`config.mk`:
```
export PLATFORM = sky130hd
export DESIGN_NAME = ax_cycle_branch_ctrl
export DESIGN_NICKNAME = d
export VERILOG_FILES = /design/src/rtl/ax_cycle_branch_ctrl.sv
export SDC_FILE = /design/constraint.sdc
export NUM_CORES = 1
export LEC_CHECK = 0
export ABC_AREA = 1
export CAP_MARGIN = 20
export CORE_AREA = 10 10 192 194
export CTS_BUF_LIST = sky130_fd_sc_hd__clkbuf_8
export DETAILED_ROUTE_END_ITERATION = 8
export DIE_AREA = 0 0 202 204
export PLACE_DENSITY = 0.56
export SLEW_MARGIN = 40
export SYNTH_ARGS = -nofsm -noshare
export SYNTH_HDL_FRONTEND = slang
export SYNTH_SLANG_ARGS = --single-unit
export TNS_END_PERCENT = 1
```
`constraint.sdc`:
```
create_clock -name clk -period 4.1 [get_ports clk]
set_input_delay 1.025 -clock clk [delete_from_list [all_inputs] [get_ports clk]]
set_output_delay 1.025 -clock clk [all_outputs]
set_load 0.01 [all_outputs]
```
`src/rtl/ax_cycle_branch_ctrl.sv`:
```
// Sequencer for the cycle-threshold approximate-branch decider: owns the free-running cycle
// counter, the region begin cycle and the active threshold, and tracks the window lifecycle.
module ax_cycle_branch_ctrl #(
    parameter int DATA_WIDTH = 32,
    parameter int STAT_WIDTH = 16
) (
    input  logic                  clk,
    input  logic                  rst,
    input  logic                  csrWe,
    input  logic [1:0]            csrAddr,
    input  logic [DATA_WIDTH-1:0] csrWData,
    output logic [DATA_WIDTH-1:0] csrRData,
    input  logic                  regionBegin,
    input  logic                  regionEnd,
    input  logic                  flush,
    input  logic                  decidTakenAny,
    output logic [DATA_WIDTH-1:0] cycleCounter,
    output logic [DATA_WIDTH-1:0] beginCycle,
    output logic [DATA_WIDTH-1:0] threshold,
    output logic                  windowOpen,
    output logic                  windowExpired,
    output logic [1:0]            dbgState
);

    typedef enum logic [1:0] {
        S_IDLE    = 2'd0,
        S_ARMED   = 2'd1,
        S_COUNT   = 2'd2,
        S_EXPIRED = 2'd3
    } state_t;

    state_t                r_state;
    state_t                w_state_nxt;
    logic                  r_win_open;
    logic                  r_win_exp;
    logic                  r_enable;
    logic [DATA_WIDTH-1:0] r_cnt;
    logic [DATA_WIDTH-1:0] r_begin;
    logic [DATA_WIDTH-1:0] r_thr;
    logic [DATA_WIDTH-1:0] r_thr_shadow;
    logic [STAT_WIDTH-1:0] r_stats;

    logic                  w_ctrl_wr;
    logic                  w_thr_wr;
    logic                  w_disable;
    logic                  w_close;
    logic                  w_accept;
    logic                  w_rebase;
    logic                  w_expire_cmp;
    logic                  w_stat_inc;
    logic [DATA_WIDTH-1:0] w_thr_eff;
    logic [DATA_WIDTH+1:0] w_rebase_sum;
    logic [DATA_WIDTH:0]   w_limit;

    assign w_ctrl_wr = csrWe && (csrAddr == 2'd0);
    assign w_thr_wr  = csrWe && (csrAddr == 2'd1);
    assign w_disable = w_ctrl_wr && !csrWData[0];
    assign w_close   = regionEnd || flush;

    // A THRESHOLD write landing with regionBegin is forwarded into that region.
    assign w_thr_eff = w_thr_wr ? csrWData : r_thr_shadow;
    assign w_accept  = (r_state == S_ARMED) && regionBegin && !w_close && !w_disable;

    // Rebase when the window end would not fit in the counter, so the compare never wraps.
    assign w_rebase_sum = {2'b00, r_cnt} + {2'b00, w_thr_eff} + {{(DATA_WIDTH+1){1'b0}}, 1'b1};
    assign w_rebase     = w_accept && (w_rebase_sum[DATA_WIDTH+1:DATA_WIDTH] != 2'b00);

    assign w_limit      = {1'b0, r_begin} + {1'b0, r_thr};
    assign w_expire_cmp = ({1'b0, r_cnt} > w_limit);
    assign w_stat_inc   = (r_state == S_EXPIRED) && decidTakenAny && !(&r_stats);

    always_comb begin
        w_state_nxt = r_state;
        if (w_disable) begin
            w_state_nxt = S_IDLE;
        end else begin
            case (r_state)
                S_IDLE:    if (w_ctrl_wr) w_state_nxt = S_ARMED;
                S_ARMED:   if (w_accept) w_state_nxt = S_COUNT;
                S_COUNT: begin
                    if (w_close)           w_state_nxt = S_ARMED;
                    else if (w_expire_cmp) w_state_nxt = S_EXPIRED;
                end
                S_EXPIRED: if (w_close) w_state_nxt = S_ARMED;
                default:   w_state_nxt = S_IDLE;
            endcase
        end
    end

    always_ff @(posedge clk or negedge rst) begin
        if (!rst) begin
            r_state    <= S_IDLE;
            r_win_open <= 1'b0;
            r_win_exp  <= 1'b0;
        end else begin
            r_state    <= w_state_nxt;
            r_win_open <= (w_state_nxt == S_COUNT) || (w_state_nxt == S_EXPIRED);
            r_win_exp  <= (w_state_nxt == S_EXPIRED);
        end
    end

    always_ff @(posedge clk or negedge rst) begin
        if (!rst) begin
            r_enable     <= 1'b0;
            r_cnt        <= '0;
            r_begin      <= '0;
            r_thr        <= '0;
            r_thr_shadow <= '0;
            r_stats      <= '0;
        end else begin
            if (w_ctrl_wr) r_enable <= csrWData[0];
            if (w_thr_wr)  r_thr_shadow <= csrWData;

            if (w_rebase) r_cnt <= '0;
            else          r_cnt <= r_cnt + {{(DATA_WIDTH-1){1'b0}}, 1'b1};

            if (w_accept) begin
                r_begin <= w_rebase ? '0 : r_cnt;
                r_thr   <= w_thr_eff;
            end

            // Clear takes precedence over a same-cycle increment.
            if (w_ctrl_wr && csrWData[1]) r_stats <= '0;
            else if (w_stat_inc)          r_stats <= r_stats + {{(STAT_WIDTH-1){1'b0}}, 1'b1};
        end
    end

    always_comb begin
        csrRData = '0;
        case (csrAddr)
            2'd0:    csrRData = {{(DATA_WIDTH-1){1'b0}}, r_enable};
            2'd1:    csrRData = r_thr_shadow;
            2'd2:    csrRData = r_begin;
            default: csrRData = DATA_WIDTH'(r_stats);
        endcase
    end

    assign cycleCounter  = r_cnt;
    assign beginCycle    = r_begin;
    assign threshold     = r_thr;
    assign windowOpen    = r_win_open;
    assign windowExpired = r_win_exp;
    assign dbgState      = r_state;

endmodule

```
# --- After elaboration in Yosys (flattened, before gate mapping) ---
# Index checks and enable logic that the tools add are counted.
op_classes:
  reduce_logical: 21
  n_addsub: 5
  muxes: 13
  order_cmp: 1
  eq_ne: 7
ops:
  columns: ["cell", "n"]
  rows:
  - ["32-bit 2-to-1 mux", 3]
  - ["32-bit one-hot mux with 3 select lines", 1]
  - ["32-bit by 32-bit adder with 33-bit output", 2]
  - ["33-bit by 1-bit adder with 34-bit output, second input constant", 1]
  - ["32-bit by 33-bit greater-than comparator with 1-bit output", 1]
  - ["32-bit by 1-bit adder with 32-bit output, second input constant", 1]
  - ["16-bit 2-to-1 mux", 2]
  - ["16-bit by 1-bit adder with 16-bit output, second input constant", 1]
  - ["16-bit AND reduction", 1]
  - ["2-bit 2-to-1 mux", 6]
  - ["2-bit == test, second input constant", 5]
  - ["1-bit logical AND", 10]
  - ["2-bit one-hot mux with 4 select lines", 1]
  - ["2-bit by 1-bit == test with 1-bit output, second input constant", 2]
  - ["1-bit logical NOT", 4]
  - ["2-bit logical NOT", 2]
  - ["2-bit nonzero test", 2]
  - ["1-bit logical OR", 2]
word_totals:
  word_cells: 56
  reg_bits: 149
  in_bits: 41
  out_inout_bits: 132

# --- Depth between registers and ports, before layout ---
depth:
  ltp_word: 10
  depth_mapped: 30
  mapped_depth_nobuf: 30

# --- Least setup slack after synthesis ---
# No wires, ideal clock.
synth_timing:
  kind: "input to register"
  startpoint: "in csrAddr[0]"
  endpoint: "reg r_begin[9], in the netlist beginCycle[9]"
  t_arrival_ns: 3.324
  path_slack_ns: 0.693
  n_path_buf: 2
  setup_time_ns: 0.083
  required_ns: 4.017
  cell_stages: 15
  path_cell_list: "inv_2 > nor2_8 > nand2_4 > clkbuf_1 > nor2_1 > a21oi_1 > ha_1 > a21oi_1 > nor2_1 > a211oi_1 > o221ai_1 > a21oi_1 > clkbuf_1 > nand4_1 > o21ai_0"
synth_via:
  elab_chain_len: 8
  word_cells_on_any_way: 13
  classes_between: "add/sub: 2; eq/ne: 1; mux: 2; reduce/logical: 8"
synth_lines:
  columns: ["item", "line", "rtl"]
  rows:
  - ["start, declared", "10", "input logic [1:0] csrAddr,"]
  - ["2-bit by 1-bit == test with 1-bit output", "56", "assign w_thr_wr = csrWe && (csrAddr == 2'd1);"]
  - ["1-bit logical AND", "56", null]
  - ["32-bit 2-to-1 mux", null, null]
  - ["named net w_thr_eff[17]", "51", "logic [DATA_WIDTH-1:0] w_thr_eff;"]
  - ["32-bit by 32-bit adder with 33-bit output", "65", "assign w_rebase_sum = {2'b00, r_cnt} + {2'b00, w_thr_eff} + {{(DATA_WIDTH+1){1'b0}}, 1'b1};"]
  - ["33-bit by 1-bit adder with 34-bit output", "65", null]
  - ["2-bit nonzero test", "66", "assign w_rebase = w_accept && (w_rebase_sum[DATA_WIDTH+1:DATA_WIDTH] != 2'b00);"]
  - ["1-bit logical AND", "66", null]
  - ["32-bit 2-to-1 mux", "118", "r_begin <= w_rebase ? '0 : r_cnt;"]
  - ["end signal, assigned", "118", null]
  - ["end, declared", "38", "logic [DATA_WIDTH-1:0] r_begin;"]
# The timed path passes the listed nets, and every way through them passes these cells.
# A chain may end at the register's enable or synchronous reset.

# --- Worst setup path after layout ---
layout_timing:
  startpoint: "in csrAddr[1]"
  endpoint: "out csrRData[15]"
layout_via:
  elab_chain_len: 2
  word_cells_on_any_way: 4
  classes_between: "eq/ne: 2; mux: 1; reduce/logical: 1"
layout_lines:
  columns: ["item", "line", "rtl"]
  rows:
  - ["2-bit == test (tied with other cells)", "130", "case (csrAddr)"]
  - ["32-bit one-hot mux with 3 select lines (*)", "130", null]
  - ["end, declared", "12", "output logic [DATA_WIDTH-1:0] csrRData,"]
# Mark *: on every way between the ends. The rest lies on a longest branch, timed or not.

==> impl_metrics.json <==
{
  "fin_tns_setup_ns": 0,
  "cp_max_fo": 15,
  "setup_slack_ns": 0.0632,
  "cp.arrival_ns": 3.01,
  "layout_commonest_cell": "nand2_1",
  "ir_worst_vdd_mv": 0.287,
  "area_delta_synth_final_pct": 32.3,
  "clockBufferDepth": 2,
  "detailedPlace.worstSlack_ns": -0.0421,
  "drv_cap": 0,
  "fmax_ghz": 0.248,
  "fin_nets": 1589,
  "antenna_found_initial": 0,
  "fin_util": 0.391,
  "crit_path_max_incr_delay_ns": 0.59,
  "slew_violations": 0,
  "drt_pre_antenna_iters": 5,
  "layout_common_cells": "251 x nand2_1, 165 x clkdlybuf4s50_1, 149 x dfrtp_1, 134 x nor2_1, 120 x inv_1",
  "syn_area_sq_um": 9800,
  "cts.sinks": 149,
  "globalRoute.totalOverflow": 0,
  "grt_pass1_wl_microns": 56500,
  "ys.flop_type": "dfrtp_1",
  "power_frac_seq": 0.303,
  "worstPathRequired_ns": 3.07,
  "period_share": 0.985,
  "yosys_warnings": 0,
  "initial_core_util": 0.296,
  "tightest_slew_ns": 0.656,
  "holdBufCountCts": 0,
  "num_vias": 9667,
  "rsz0062_at_grt": "true",
  "routed_wl_microns": 37500,
  "syn-instance-count": 1231,
  "worstPathCellList": "clkdlybuf4s50_1 -> buf_4 -> nand2_1 -> buf_4 -> o221ai_1 -> clkdlybuf4s50_1",
  "std_cell_rows": 67,
  "finClkSkew_ns": 0.0176,
  "pwr-share-clk": 0.182,
  "grt_max_degree": 63,
  "hold_class": "flop to flop",
  "first_global_vias": 9275,
  "grt_usage": 0.178,
  "viasPerCell": 5.06,
  "synth_cell_type_count": 50,
  "p_switching_w": 0.00301,
  "drive_gt1_frac": 0.0841,
  "slowest_stage": "clkdlybuf4s50_1",
  "drc": 0,
  "p_per_area_nw_per_um2": 535,
  "insertedDiodeCount": 0,
  "drt_iter0_drc": 689,
  "wl_per_cell_microns": 19.6,
  "met1_usage": 0.249,
  "met2_usage": 0.262,
  "status": "complete, no violations",
  "die_w_microns": 202,
  "antenna_left": 0,
  "synth-edff-count": 0,
  "tritoncts": "done",
  "worstSetupPathType": "input pin to output port",
  "async_reset_ff_frac": 1.00,
  "cp-start-kind": "input pin",
  "gp_congestion": 0.893,
  "yosysSeqAreaShare": 0.381,
  "period_needed_ns": 4.04,
  "clock_latency_ns": 0.50,
  "grt_most_used_layer": "met2",
  "core_sq_um": 33100,
  "htreeDepth": 4,
  "max_slew_margin": 0.562,
  "ys_ff_latch": 149,
  "cts-root-buf": "clkbuf_8",
  "holdWs_ns": 0.465,
  "finalSetupViolCount": 0,
  "internal_power_w": 0.00392,
  "p_sw_frac": 0.434,
  "cellLeakagePower_nw": 5.99,
  "finalHoldViolCount": 0,
  "synthesis.nets": 1370,
  "hpwl_microns": 29400,
  "end_kind": "output port",
  "num_io_pins": 173,
  "met3_usage": 0.0466,
  "dp_cells": 1879,
  "dieArea_sq_um": 41200,
  "cts_buffers": 17,
  "die_h_microns": 204,
  "final_cells": 1911,
  "synth_area_per_cell_sq_um": 7.96,
  "port-buffer-count": 172,
  "comb_power_share": 0.515,
  "fillers": 3368,
  "clk_pin_slew_ns": 0.09
}
-- sequential cells by signal, indices dropped and copies added (netlist names) --
name,count
threshold,32
dbgState,2
beginCycle,32
r_thr_shadow,32
r_enable,1
cycleCounter,32
windowExpired,1
r_stats,16
windowOpen,1
-- synthesized netlist by cell type (all sizes together) (2+ instances only) --
cell      n  area, sq um
buf      13         86.3
or2       2         12.5
o21a      3         22.5
o21bai    4         30.0
o221ai   16          140
a21o      5         37.5
inv     121          454
nor3     24          136
nor4      8         65.1
nand4    52          325
nand2   256          983
ha       97         1210
xor2     31          272
a211oi    5         37.5
xnor2    23          201
o22ai    10         62.6
nor2    140          549
dfrtp   149         3730
clkbuf   24         90.1
a221oi    2         17.5
a21oi    90          462
o211ai    6         45.0
a31oi    23          144
nand3    40          200
o21ai    75          375
-- through the flow --
step	area, sq um	power, W
3_3_place_gp	12500	0.00562
3_5_place_dp	12500	0.00565
4_1_cts	12900	0.00693
2_1_floorplan	9800	0.00400
6_report	13000	0.00693
5_1_grt	13000	0.00746
-- final cells by class --
cell class | count | area (sq um) | area share
Clock buffer | 18 | 248 | 0.0191
Clock inverter | 14 | 169 | 0.0130
Tap cell | 448 | 561 | 0.0433
Inverter | 122 | 458 | 0.0353
Timing Repair Buffer | 237 | 2330 | 0.180
Sequential cell | 149 | 3730 | 0.288
Multi-Input combinational cell | 923 | 5470 | 0.422
-- power by group through the flow --
stage / Clock (W) / Sequential [W] / Combinational, W
after floorplan: 0 / 0.00211 / 0.00189
after global placement: 0 / 0.00212 / 0.00350
after detailed placement: 0 / 0.00212 / 0.00353
after CTS: 0.00128 / 0.00209 / 0.00355
after global routing: 0.00135 / 0.00214 / 0.00398
final: 0.00126 / 0.00210 / 0.00357
-- cell families after synthesis --
logic type | share of synthesized area
adders and majority gates | 0.126
xor gates and xnor gates | 0.0483
muxes | 0.00115
AOI/OAI and AO/OA | 0.143
DFF | 0.381
buffers and inverters | 0.0648
and+or+nand+nor | 0.236
-- what timing repair did --
item / CTS / global route
setup buffers: 0 / 0
setup endpoints to repair: 0 / 8
gates resized for setup: 0 / 13
-- critical path, delay by kind of cell --
kind	cells	cell delay [ns]
buffers and inverters	4	1.60
AO/OA/AOI/OAI	1	0.24
AND/OR/NAND/NOR	1	0.14
-- per-layer routing --
layer	routed length, microns	share of wire	vias to the layer above
li1	-	-	4663
met1	17900	0.48	4637
met2	16100	0.43	329
met3	2760	0.074	38
met4	735	0.020	0
met5	0	0	-
-- final timing paths --
path | start | endpoint | slack [ns] | cells past startpoint
max in group asynchronous | rst | cycleCounter[20]$_DFF_PN0_ | 2.77 | 2
hold reg to reg | r_stats[15]$_DFFE_PN0P_ | r_stats[15]$_DFFE_PN0P_ | 0.47 | 1
setup reg to reg | beginCycle[0]$_DFFE_PN0P_ | windowExpired$_DFF_PN0_ | 0.27 | 28
setup / recovery | csrAddr[1] | csrRData[15] | 0.06 | 6
min in group asynchronous | rst | beginCycle[5]$_DFFE_PN0P_ | 0.50 | 1
hold / removal | r_stats[15]$_DFFE_PN0P_ | r_stats[15]$_DFFE_PN0P_ | 0.47 | 1
Power figures use the tool's default switching activity.
